===== src/rtl/alu_pkg.sv =====
// alu_pkg: opcode encodings and the iteration-state type shared by seq_alu
// and its multiply/divide engine.
package alu_pkg;
  localparam logic [4:0] OP_ADD = 5'b00011;
  localparam logic [4:0] OP_SUB = 5'b00100;
  localparam logic [4:0] OP_SHR = 5'b00101;
  localparam logic [4:0] OP_SHL = 5'b00110;
  localparam logic [4:0] OP_ROR = 5'b00111;
  localparam logic [4:0] OP_ROL = 5'b01000;
  localparam logic [4:0] OP_AND = 5'b01001;
  localparam logic [4:0] OP_OR  = 5'b01010;
  localparam logic [4:0] OP_MUL = 5'b01110;
  localparam logic [4:0] OP_DIV = 5'b01111;
  localparam logic [4:0] OP_NEG = 5'b10000;
  localparam logic [4:0] OP_NOT = 5'b10001;

  typedef enum logic [1:0] {IDLE, ITER, FIN} state_t;
endpackage


===== src/rtl/alu_muldiv_iter.sv =====
// alu_muldiv_iter: signed radix-2 Booth multiplier / restoring divider, one bit per clock.
// The divider datapath is present only when SEQ_ALU_DIV_EN is defined.
module alu_muldiv_iter
  import alu_pkg::*;
#(
  parameter int WIDTH = 32
) (
  input  logic             clock,
  input  logic             clear_n,
  input  logic             start,
  input  logic             is_div,
  input  logic [WIDTH-1:0] ra,
  input  logic [WIDTH-1:0] rb,
  output logic             busy,
  output logic             fin,
  output logic [WIDTH-1:0] hi,
  output logic [WIDTH-1:0] lo
);
  localparam int CW = $clog2(WIDTH);
  localparam int AW = 2*WIDTH+2;

  // acc = {A/R (WIDTH+1), Q (WIDTH), q_-1}; the extra A bit absorbs +/- most-negative M
  state_t           state, state_nx;
  logic [CW-1:0]    cnt;
  logic [AW-1:0]    acc, acc_nx;
  logic [WIDTH-1:0] m, q;
  logic [WIDTH:0]   a_cur, a_sum, m_ext;

  assign a_cur = acc[AW-1:WIDTH+1];
  assign q     = acc[WIDTH:1];
  assign m_ext = {m[WIDTH-1], m};

`ifdef SEQ_ALU_DIV_EN
  logic           div_q, neg_q, neg_r;
  logic [WIDTH:0] r_sh, r_dif;
  assign r_sh  = {a_cur[WIDTH-1:0], q[WIDTH-1]};
  assign r_dif = r_sh - {1'b0, m};
`else
  logic unused_div;
  assign unused_div = is_div;
`endif

  always_comb begin
    state_nx = state;
    busy     = (state != IDLE);
    fin      = (state == FIN);
    case (state)
      IDLE:    if (start) state_nx = ITER;
      ITER:    if (cnt == CW'(WIDTH-1)) state_nx = FIN;
      FIN:     state_nx = IDLE;
      default: state_nx = IDLE;
    endcase
  end

  always_comb begin
    case ({q[0], acc[0]})
      2'b01:   a_sum = a_cur + m_ext;
      2'b10:   a_sum = a_cur - m_ext;
      default: a_sum = a_cur;
    endcase
    acc_nx = {a_sum[WIDTH], a_sum, q};
`ifdef SEQ_ALU_DIV_EN
    if (div_q) begin
      if (r_dif[WIDTH]) acc_nx = {r_sh,  q[WIDTH-2:0], 2'b00};
      else              acc_nx = {r_dif, q[WIDTH-2:0], 2'b10};
    end
`endif
  end

  always_comb begin
    hi = acc[2*WIDTH:WIDTH+1];
    lo = q;
`ifdef SEQ_ALU_DIV_EN
    if (div_q) begin
      hi = neg_r ? -acc[2*WIDTH:WIDTH+1] : acc[2*WIDTH:WIDTH+1];
      lo = neg_q ? -q : q;
    end
`endif
  end

  always_ff @(posedge clock or negedge clear_n) begin
    if (!clear_n) begin
      state <= IDLE;
      cnt   <= '0;
      acc   <= '0;
      m     <= '0;
`ifdef SEQ_ALU_DIV_EN
      div_q <= 1'b0;
      neg_q <= 1'b0;
      neg_r <= 1'b0;
`endif
    end else begin
      state <= state_nx;
      if (state == IDLE && start) begin
        cnt <= '0;
        acc <= {{(WIDTH+1){1'b0}}, ra, 1'b0};
        m   <= rb;
`ifdef SEQ_ALU_DIV_EN
        div_q <= is_div;
        neg_q <= ra[WIDTH-1] ^ rb[WIDTH-1];
        neg_r <= ra[WIDTH-1];
        if (is_div) begin
          acc <= {{(WIDTH+1){1'b0}}, (ra[WIDTH-1] ? -ra : ra), 1'b0};
          m   <= rb[WIDTH-1] ? -rb : rb;
        end
`endif
      end else if (state == ITER) begin
        acc <= acc_nx;
        cnt <= cnt + CW'(1);  // wraps back to 0 after the last iteration
      end
    end
  end
endmodule


===== src/rtl/seq_alu.sv =====
// seq_alu: multi-cycle ALU; single-cycle ops complete from idle, MUL/DIV run in alu_muldiv_iter.
// Define SEQ_ALU_DIV_EN to build the divider; otherwise DIV decodes as an illegal opcode.
module seq_alu
  import alu_pkg::*;
#(
  parameter int WIDTH = 32,
  parameter int SHW   = $clog2(WIDTH)
) (
  input  logic             clock,
  input  logic             clear_n,
  input  logic             start,
  input  logic [4:0]       opcode,
  input  logic [WIDTH-1:0] ra,
  input  logic [WIDTH-1:0] rb,
  output logic [WIDTH-1:0] zhi,
  output logic [WIDTH-1:0] zlo,
  output logic             busy,
  output logic             done,
  output logic             err,
  output logic             zero
);
  logic [SHW-1:0]     sh;
  logic [2*WIDTH-1:0] dbl;
  logic [WIDTH-1:0]   imm_hi, imm_lo, eng_hi, eng_lo;
  logic               imm_err, accept, go_iter, is_div, eng_fin;

  assign sh     = rb[SHW-1:0];
  assign dbl    = {ra, ra};
  assign accept = start && !busy;
  assign is_div = (opcode == OP_DIV);
`ifdef SEQ_ALU_DIV_EN
  assign go_iter = accept && (opcode == OP_MUL || (is_div && rb != '0));
`else
  assign go_iter = accept && (opcode == OP_MUL);
`endif

  always_comb begin
    imm_hi  = '0;
    imm_lo  = '0;
    imm_err = 1'b0;
    case (opcode)
      OP_ADD: imm_lo = ra + rb;
      OP_SUB: imm_lo = ra - rb;
      OP_SHR: imm_lo = ra >> sh;
      OP_SHL: imm_lo = ra << sh;
      OP_ROR: imm_lo = WIDTH'(dbl >> sh);
      OP_ROL: imm_lo = WIDTH'(dbl >> (WIDTH - int'(sh)));
      OP_AND: imm_lo = ra & rb;
      OP_OR:  imm_lo = ra | rb;
      OP_NEG: imm_lo = -ra;
      OP_NOT: imm_lo = ~ra;
      OP_MUL: ;
`ifdef SEQ_ALU_DIV_EN
      // only reaches the result registers when rb==0
      OP_DIV: begin
        imm_hi  = ra;
        imm_lo  = '1;
        imm_err = 1'b1;
      end
`endif
      default: imm_err = 1'b1;
    endcase
  end

  alu_muldiv_iter #(.WIDTH(WIDTH)) u_iter (
    .clock   (clock),
    .clear_n (clear_n),
    .start   (go_iter),
    .is_div  (is_div),
    .ra      (ra),
    .rb      (rb),
    .busy    (busy),
    .fin     (eng_fin),
    .hi      (eng_hi),
    .lo      (eng_lo)
  );

  always_ff @(posedge clock or negedge clear_n) begin
    if (!clear_n) begin
      zhi  <= '0;
      zlo  <= '0;
      done <= 1'b0;
      err  <= 1'b0;
      zero <= 1'b1;
    end else begin
      done <= 1'b0;
      if (eng_fin) begin
        zhi  <= eng_hi;
        zlo  <= eng_lo;
        err  <= 1'b0;
        zero <= (eng_lo == '0);
        done <= 1'b1;
      end else if (accept && !go_iter) begin
        zhi  <= imm_hi;
        zlo  <= imm_lo;
        err  <= imm_err;
        zero <= (imm_lo == '0);
        done <= 1'b1;
      end
    end
  end
endmodule

===== config.mk =====
export PLATFORM = sky130hd
export DESIGN_NAME = seq_alu
export DESIGN_NICKNAME = d
export VERILOG_FILES = /design/src/rtl/alu_pkg.sv /design/src/rtl/alu_muldiv_iter.sv /design/src/rtl/seq_alu.sv
export SDC_FILE = /design/constraint.sdc
export NUM_CORES = 1
export LEC_CHECK = 0
export BUFFER_PORTS_ARGS = -buffer_cell sky130_fd_sc_hd__buf_2
export CORE_ASPECT_RATIO = 0.8
export CORE_MARGIN = 2
export CORE_UTILIZATION = 55
export CTS_CLUSTER_DIAMETER = 120
export CTS_CLUSTER_SIZE = 24
export DETAILED_ROUTE_END_ITERATION = 10
export PLACE_DENSITY = 0.77
export SLEW_MARGIN = 10
export SYNTH_ARGS = -nofsm -noshare
export SYNTH_HDL_FRONTEND = slang
export SYNTH_SLANG_ARGS = --single-unit

===== constraint.sdc =====
create_clock -name clock -period 4.3 [get_ports clock]
set_input_delay 0.86 -clock clock [delete_from_list [all_inputs] [get_ports clock]]
set_output_delay 0.86 -clock clock [all_outputs]
set_load 0.02 [all_outputs]

==> results.py, run 1 <==
metrics = {
    "run_status": {
        "status": "stopped before the end",
        "lastStage": "global routing",
        "error": "[ERROR GRT-0232] Routing congestion too high. Check the congestion heatmap in the GUI.",
    },
    "clock_network": {
        "clkSinkCount": 171,
        "cts-root-buf": "clkbuf_16",
        "cts_max_level": 4,
        "clockBufferDepth": 2,
        "numCtsBuffers": 17,
    },
    "synth": {
        "synth_top_area_cell": "dfrtp_1",
        "synth_cells": 2663,
        "synth-async-reset-ratio_pct": 100,
        "synth_enable_flop_cells": 0,
        "syn_nets": 2809,
        "ys.flop_type": "dfrtp_1",
        "netlist_area_um2": 19600,
        "ys_ff_latch": 171,
        "yosysTopAreaCellShare_pct": 21.7,
        "synth.distinct_cells": 93,
        "yosysWarnings": 0,
        "yosys-top-cells-area": "dfrtp_1 (22%), nand2_1 (7.5%), mux2i_1 (6.7%)",
        "ys_seq_area_share_pct": 21.8,
        "postSynthAreaPerCell_um2": 7.36,
    },
    "sta": {
        "endpoint_type": "sequential cell input",
        "worst_endpoint": "u_iter.acc[63]$_DFFE_PN0P_/D",
    },
    "die": {
        "die_h_um": 173,
        "start_util_pct": 56.0,
        "die_w_um": 215,
        "rows": 61,
        "pin_count": 140,
    },
    "placement": {
        "port_buffers": 139,
        "place_congestion": 1.18,
        "dpl.cell_count": 3634,
        "place_hpwl_um": 76500,
        "place_ws_ns": -0.968,
    },
    "global_route": {
        "antenna_found_initial": 30,
        "grt.overflow.total": 87,
        "grt_max_degree": 101,
        "grt_use_total_pct": 77.5,
    },
}
## synthesized netlist by cell type, types with 13 or more instances
cell and instances:
a31oi_1 26, and3_1 18, ha_1 72, nor2_1 248, xnor2_1 76, a21oi_1 204, nand2b_1 26, a21o_1 34
clkbuf_1 169, nor3_1 52, o21ai_0 253, a22oi_1 65, inv_1 39, nor2b_1 16, a221oi_1 16, buf_2 25
o211ai_1 45, nand3_1 93, a211oi_1 37, xor2_1 46, o21a_1 13, mux2_2 58, nor4_1 32, nand2_1 389
buf_1 22, mux2i_1 132, o22ai_1 18, mux4_2 18, dfrtp_1 170, nand4_1 19
## per-stage QoR
| step | utilization [%] | area [um^2] |
|---|---|---|
| 3_3_place_gp | 70.7 | 24700 |
| 3_5_place_dp | 70.7 | 24700 |
| 4_1_cts | 73.9 | 25800 |
| 2_1_floorplan | - | 19800 |
## logic make-up after synthesis
logic type               after synthesis  synth area share [%]
flip-flops                           171                  21.8
AND/OR/NAND/NOR                      975                  22.8
AO/OA/AOI/OAI                        854                  27.8
multiplexers                         208                  12.1
XOR/XNOR                             122                  5.45
adder cells (fa/ha/maj)               74                  4.80
buffers and inverters                259                  5.15
## per-layer routing
layer	track usage (%)	overflow
met1	82.1	5
met2	90.0	40
met3	64.8	4
met4	67.0	38
met5	45.8	0
## timing repair
| action | 4_1_cts |
|---|---|
| resized for setup | 87 |
| pin swaps | 43 |
| endpoints found under the setup margin | 23 |
| setup buffers | 25 |
| hold buffers | 0 |
==> run 2, diff against run 1 <==
--- a/config.mk
+++ b/config.mk
@@ -6,13 +6,10 @@
 export NUM_CORES = 1
 export LEC_CHECK = 0
 export BUFFER_PORTS_ARGS = -buffer_cell sky130_fd_sc_hd__buf_2
-export CORE_ASPECT_RATIO = 0.8
 export CORE_MARGIN = 2
-export CORE_UTILIZATION = 55
-export CTS_CLUSTER_DIAMETER = 120
-export CTS_CLUSTER_SIZE = 24
+export CORE_UTILIZATION = 40
 export DETAILED_ROUTE_END_ITERATION = 10
-export PLACE_DENSITY = 0.77
+export PLACE_DENSITY_LB_ADDON = 0.15
 export SLEW_MARGIN = 10
 export SYNTH_ARGS = -nofsm -noshare
 export SYNTH_HDL_FRONTEND = slang
==> constraint.sdc (replaced) <==
create_clock -name clock -period 5.59 [get_ports clock]
set_input_delay 1.118 -clock clock [delete_from_list [all_inputs] [get_ports clock]]
set_output_delay 1.118 -clock clock [all_outputs]
set_load 0.02 [all_outputs]
==> run 2 against run 1 <==
The flow now finishes without violations. Area after synthesis stayed put. Synthesized cell count stayed put.
==> results.py, run 2 <==
metrics = {
    "power": {
        "irDropWorstVdd_mv": 0.228,
        "total_power_w": 0.00719,
        "p_leak_nw": 10.8,
        "power_density_nw_per_um2": 302,
    },
    "synth": {
        "ys_seq_area_share_pct": 21.8,
        "synth_cells": 2663,
        "synth_enable_flop_cells": 0,
        "synthAdderAreaFrac_pct": 4.80,
        "yosysWarnings": 0,
        "synth-compound-area-share_pct": 27.8,
        "yosys-mux-area-fraction_pct": 12.1,
        "ys_ff_latch": 171,
        "synth_top_area_cell": "dfrtp_1",
        "ys_top_cells_by_count": "nand2_1 (389), o21ai_0 (253), nor2_1 (248), a21oi_1 (204), dfrtp_1 (170)",
        "netlist_area_um2": 19600,
        "yosysTopAreaCellShare_pct": 21.7,
        "synth.distinct_cells": 93,
        "syn_nets": 2809,
        "postSynthAreaPerCell_um2": 7.36,
        "synth-async-reset-ratio_pct": 100,
        "yosysMostFrequentCell": "nand2_1",
        "synth_xor_area_share_pct": 5.45,
        "yosys-top-cells-area": "dfrtp_1 (22%), nand2_1 (7.5%), mux2i_1 (6.7%)",
        "synth_top_family_by_area": "compound AO/OA/AOI/OAI gates",
        "synthSimpleGateAreaFrac_pct": 22.8,
        "ys.flop_type": "dfrtp_1",
    },
    "route": {
        "drt-total-wl_um": 101000,
        "vias": 23113,
        "first_iter_violations": 2661,
        "wl_per_cell_um": 28.1,
        "ant_nets": 0,
        "dr.pass1.iters": 6,
        "drc": 0,
        "routed_via_density": 6.42,
    },
    "die": {
        "start_util_pct": 40.3,
        "die_h_um": 225,
        "pin_count": 140,
        "rows": 81,
        "dieArea_um2": 50800,
        "core_area_um2": 48600,
        "die_w_um": 225,
    },
    "critical_path": {
        "criticalPathCategory": "input port to flip-flop",
        "crit_slowest_cell": "a2111oi_1",
        "cp_max_fo": 4,
        "cp_top_family": "compound AO/OA/AOI/OAI gates",
        "cpMostUsedCell": "nand2_1",
        "arrival_ns": 5.82,
        "end_kind": "flip-flop",
        "cp_data_required_time_ns": 5.97,
        "cp-start-kind": "input port",
        "slowest_delay_ns": 0.69,
        "critPathBufInv": 2,
        "cp_cell_sequence": "buf_2 -> or2_2 -> nor4_4 -> nand2_1 -> or4_4 -> nor2_2 -> nand2_1 -> o31ai_2 -> xor2_1 -> ha_1 -> buf_4 -> a21o_1 -> mux2_2 -> a2111oi_1 -> o211ai_1 -> a2111oi_2 -> nand4_1 -> o21ai_1",
    },
    "sta": {
        "hold_viol": 0,
        "clock.fmax_mhz": 184,
        "worstMarginPinSlew_ns": 0.980,
        "finalCriticalPeriod_ns": 5.44,
        "skew_ns": 0.0178,
        "finalCritPeriodShare_pct": 97.3,
        "max-slew-margin-rel_pct": 33.9,
        "drv_slew": 0,
        "setup_viol": 0,
    },
    "run": {
        "max_cap_violations": 0,
    },
    "placement": {
        "place_area_um2": 23200,
        "place_congestion": 1.05,
        "port_buffers": 139,
        "place_hpwl_um": 79000,
        "dpl.cell_count": 3565,
    },
    "clock_network": {
        "clk_latency_ns": 0.47,
        "clockBufferDepth": 2,
        "cts-root-buf": "clkbuf_16",
        "ctsResizeCount": 0,
        "cts.clk_slew.worst_paths_ns": 0.08,
        "numCtsBuffers": 17,
        "clkSinkCount": 171,
        "cts_max_level": 4,
        "cts_setup_buffers": 0,
        "cts_tree": "yes",
        "cts_hold_buf": 0,
    },
    "finish": {
        "seq_area_um2": 4280,
        "fill_cells": 4885,
        "stdcell_count": 3600,
        "area_growth_pct": 21.5,
        "largest_register": "u_iter.acc",
        "final_cell_mix": "nand2_1 (389), buf_4 (353), o21ai_0 (251)",
        "drive_gt1_share_pct": 22.6,
        "multiInputGateArea_um2": 14500,
        "final_common_cell": "nand2_1",
        "stdcell_area_um2": 23800,
        "largest_register_ff_count": 65,
        "final_nets": 3108,
    },
    "global_route": {
        "grt_max_degree": 144,
        "grt.overflow.total": 0,
        "grt_pass1_wl_um": 147000,
        "grt_use_total_pct": 39.4,
        "grt_pass1_vias": 21984,
        "antenna_found_initial": 6,
    },
    "run_status": {
        "status": "complete, no violations",
    },
    "worst_hold_path": {
        "hold_path.class": "flip-flop to flip-flop",
    },
}
-- run 2: final cells by class --
class | count | share of cell area [%]
inverters | 41 | 0.667
clock inverters | 15 | 0.762
well taps | 622 | 3.27
repair buffers | 498 | 14.7
clock buffers | 17 | 1.79
multi-input cells | 2233 | 60.8
diodes | 3 | 0.0315
flip-flops and latches | 171 | 18.0
-- run 2: metal layers --
metal  part of all wire, %  GRT usage, %  vias up
li1                      -             -    10412
met4                   6.4          22.3        8
met5                 0.049             0        -
met3                   8.6          7.14      263
met2                    44          61.4     1245
met1                    41          51.4    11185
-- run 2: tightest hold or removal path, stage by stage (launching register included) --
cell and delay, ns:
dfrtp_1 0.34, a22oi_1 0.06, nand2_1 0.05
-- run 2: cells by family after synthesis --
group | count (synthesis)
muxes | 208
xor gates and xnor gates | 122
AOI/OAI and AO/OA | 854
buffers and inverters | 259
and+or+nand+nor | 975
adders and majority gates | 74
DFF | 171
-- run 2: final timing paths --
path,from,to,slack [ns],depth (start not counted)
max in group asynchronous,clear_n,u_iter.acc[12],3.91,2
min,zlo[7],zlo[7],0.49,2
min in group asynchronous,clear_n,zhi[10],0.52,1
min reg2reg,zlo[7],zlo[7],0.49,2
max,rb[3],zero,0.15,18
max reg2reg,u_iter.m[3],u_iter.acc[64],0.43,20
-- run 2: through the flow --
step | setup slack (ns) | util (%) | hold WS [ns] | TNS, ns
2_1_floorplan | 0.00408 | - | 0.483 | 0
3_3_place_gp | -0.431 | 47.6 | 0.477 | -0.964
3_5_place_dp | -0.431 | 47.6 | 0.474 | -1.18
4_1_cts | 0.0295 | 48.9 | 0.494 | 0
5_1_grt | -0.00464 | 48.9 | 0.534 | -0.00464
6_report | 0.154 | 48.9 | 0.490 | 0
-- run 2: power breakdown --
| group | switching, W | internal, W | leakage (nW) | total (W) |
|---|---|---|---|---|
| Clock | 0.000597 | 0.000641 | 0.292 | 0.00124 |
| Sequential | 0.000357 | 0.00155 | 2.25 | 0.00191 |
| Combinational | 0.00242 | 0.00162 | 8.24 | 0.00404 |
Power figures use the tool's default switching activity.
==> run 3, diff against run 2 <==
==> constraint.sdc (replaced) <==
create_clock -name clock -period 4.4 [get_ports clock]
set_input_delay 0.88 -clock clock [delete_from_list [all_inputs] [get_ports clock]]
set_output_delay 0.88 -clock clock [all_outputs]
set_load 0.02 [all_outputs]
==> run 3 against run 2 <==
The run now ends with negative setup slack left. Core utilization increased by 6.8 points. Worst hold slack improved by 0.012 ns. Sequential power is 27% higher. Setup slack got worse by 0.41 ns. Clock skew decreased by 0.0028 ns. Clock-buffer cell count increased by 2. Routed wire length up 5.0%. Die area did not move. Design area grew 14%. First-iteration DRC count is 1.7% lower. Global-route usage grew 1.6 points. Largest power group unchanged.
==> results.py, run 3 (synthesized netlist as in run 2, its figures left out) <==
metrics = {
    "finish": {
        "largest_register": "u_iter.acc",
        "n_antenna_cell": 0,
        "fill_cells": 4653,
        "final_cell_mix": "buf_4 (674), nand2_1 (384), nor2_1 (238)",
        "seq_area_um2": 4280,
        "fin_util_pct": 55.7,
        "final_nets": 3446,
        "area_growth_pct": 38.4,
        "stdcell_area_um2": 27100,
        "final_common_cell": "buf_4",
        "largest_register_ff_count": 65,
        "drive_gt1_share_pct": 33.2,
        "multiInputGateArea_um2": 15100,
    },
    "sta": {
        "clock.fmax_mhz": 215,
        "finalCriticalPeriod_ns": 4.65,
        "max-slew-margin-rel_pct": 8.34,
        "worstMarginPinSlew_ns": 1.37,
        "skew_ns": 0.0150,
        "setup_viol": 9,
        "rsz0062_at_grt": "yes",
        "hold_viol": 0,
        "drv_slew": 0,
        "finalCritPeriodShare_pct": 106,
        "setup_ws_ns": -0.255,
    },
    "route": {
        "wl_per_cell_um": 27.0,
        "wl_met3_um": 9130,
        "drc": 0,
        "wl_met1_um": 42300,
        "ant_nets": 0,
        "wl_met2_um": 47200,
        "vias": 24815,
        "drt-total-wl_um": 106000,
        "routed_via_density": 6.31,
        "first_iter_violations": 2616,
        "dr.pass1.iters": 8,
        "top_layer": "met5",
    },
    "die": {
        "rows": 81,
        "pin_count": 140,
        "start_util_pct": 40.3,
        "die_w_um": 225,
        "dieArea_um2": 50800,
        "die_h_um": 225,
        "core_area_um2": 48600,
    },
    "power": {
        "share_comb_of_total_power_pct": 61.2,
        "pwr-share-seq_pct": 23.7,
        "irDropWorstVdd_mv": 0.237,
        "switchingPower_w": 0.00463,
        "power_density_nw_per_um2": 377,
        "p_sw_share_pct": 45.3,
        "p_leak_nw": 12.7,
        "p_int_w": 0.00558,
        "power.share.clock_pct": 15.2,
    },
    "critical_path": {
        "arrival_ns": 5.04,
        "cp_max_fo": 82,
        "cpMostUsedCell": "buf_4",
        "slowest_delay_ns": 0.60,
        "cp_cell_sequence": "buf_8 -> buf_4 -> buf_12 -> mux2_2 -> nand2_1 -> o21ai_0 -> mux4_2 -> a2bb2oi_1 -> o211ai_1 -> buf_4 -> a221o_1 -> a2111oi_0 -> nand4b_1 -> nor4_2 -> nand4_1 -> o21ai_2",
        "end_kind": "flip-flop",
        "cp-start-kind": "input port",
        "crit_slowest_cell": "mux4_2",
        "criticalPathCategory": "input port to flip-flop",
        "cp_data_required_time_ns": 4.78,
    },
    "clock_network": {
        "cts-root-buf": "clkbuf_16",
        "clk_latency_ns": 0.45,
        "clockBufferDepth": 2,
        "cts.clk_slew.worst_paths_ns": 0.07,
        "cts_hold_buf": 0,
        "cts_max_level": 4,
        "clkSinkCount": 171,
        "cts_tree": "yes",
        "numCtsBuffers": 17,
    },
    "worst_hold_path": {
        "hold_path.class": "flip-flop to flip-flop",
    },
    "run_status": {
        "violations": "negative setup slack",
        "status": "complete, but fails checks",
    },
    "global_route": {
        "grt_pass1_wl_um": 154000,
        "grt.overflow.total": 0,
        "grt_max_degree": 104,
        "antenna_found_initial": 1,
        "grt_pass1_vias": 23681,
        "grt_use_total_pct": 41.1,
    },
    "placement": {
        "place_congestion": 1.08,
        "place_area_um2": 25600,
        "port_buffers": 139,
        "place_hpwl_um": 83200,
    },
    "run": {
        "max_cap_violations": 0,
    },
}
run 3: cell count changes in the layout (fill, tap and decap cells not counted), moves of 10 or more:
cell	delta
a21oi_1	-13
a21oi_2	+11
buf_4	+321
buf_6	+12
o21ai_0	-26
o21ai_1	+15
o21ai_2	+10
run 3: area by class of cell:
class / instances / share of cell area [%]
clock buffers: 19 / 1.63
clock inverters: 13 / 0.549
inverters: 41 / 0.632
multi-input cells: 2233 / 55.8
flip-flops and latches: 171 / 15.8
well taps: 622 / 2.87
repair buffers: 836 / 22.7
run 3: critical path: cells and delay by family:
kind,cells,cell delay (ns)
AOI/OAI and AO/OA,6,1.50
and+or+nand+nor,4,0.75
muxes,2,1.03
buffers and inverters,4,0.74
run 3: timing repair:
item,CTS,global route
pin swaps,52,77
setup endpoints to repair,25,25
buffers inserted,21,23
resized for setup,71,84
run 3: power groups by stage:
stage	combinational (W)	clock [W]	sequential (W)
after global placement	0.00555	0	0.00240
after CTS	0.00584	0.00157	0.00240
after floorplan	0.00332	0	0.00240
final	0.00624	0.00155	0.00242
after global routing	0.00674	0.00162	0.00246
after detailed placement	0.00569	0	0.00242
run 3: path summary, 6_finish.rpt:
kind | start | to | slack [ns] | cells past startpoint
min | zlo[8] | zlo[8] | 0.50 | 2
max in group asynchronous | clear_n | zlo[8] | 2.81 | 2
max | rb[1] | zero | -0.25 | 16
min reg2reg | zlo[8] | zlo[8] | 0.50 | 2
max reg2reg | u_iter.m[3] | u_iter.acc[63] | -0.12 | 22
min in group asynchronous | clear_n | zhi[10] | 0.53 | 1
run 3: per-layer routing:
metal  vias to the layer above  GRT usage (%)
met4                         2           24.8
met1                     12002           52.5
met2                      1379           65.1
met3                       348           6.62
met5                         -              0
li1                      11084              -
run 3: per-stage QoR:
| step | setup TNS [ns] | std cells | total power (W) | setup slack (ns) | hold WS (ns) |
|---|---|---|---|---|---|
| final | -1.10 | 3935 | 0.0102 | -0.255 | 0.502 |
| after CTS | -1.25 | 3918 | 0.00981 | -0.252 | 0.502 |
| after floorplan | -4.38 | 2663 | 0.00572 | -0.735 | 0.483 |
| after detailed placement | -19.75 | 3865 | 0.00811 | -1.21 | 0.482 |
| after global placement | -17.78 | 3865 | 0.00796 | -1.17 | 0.481 |
| after global routing | -3.45 | 3935 | 0.0108 | -0.414 | 0.531 |
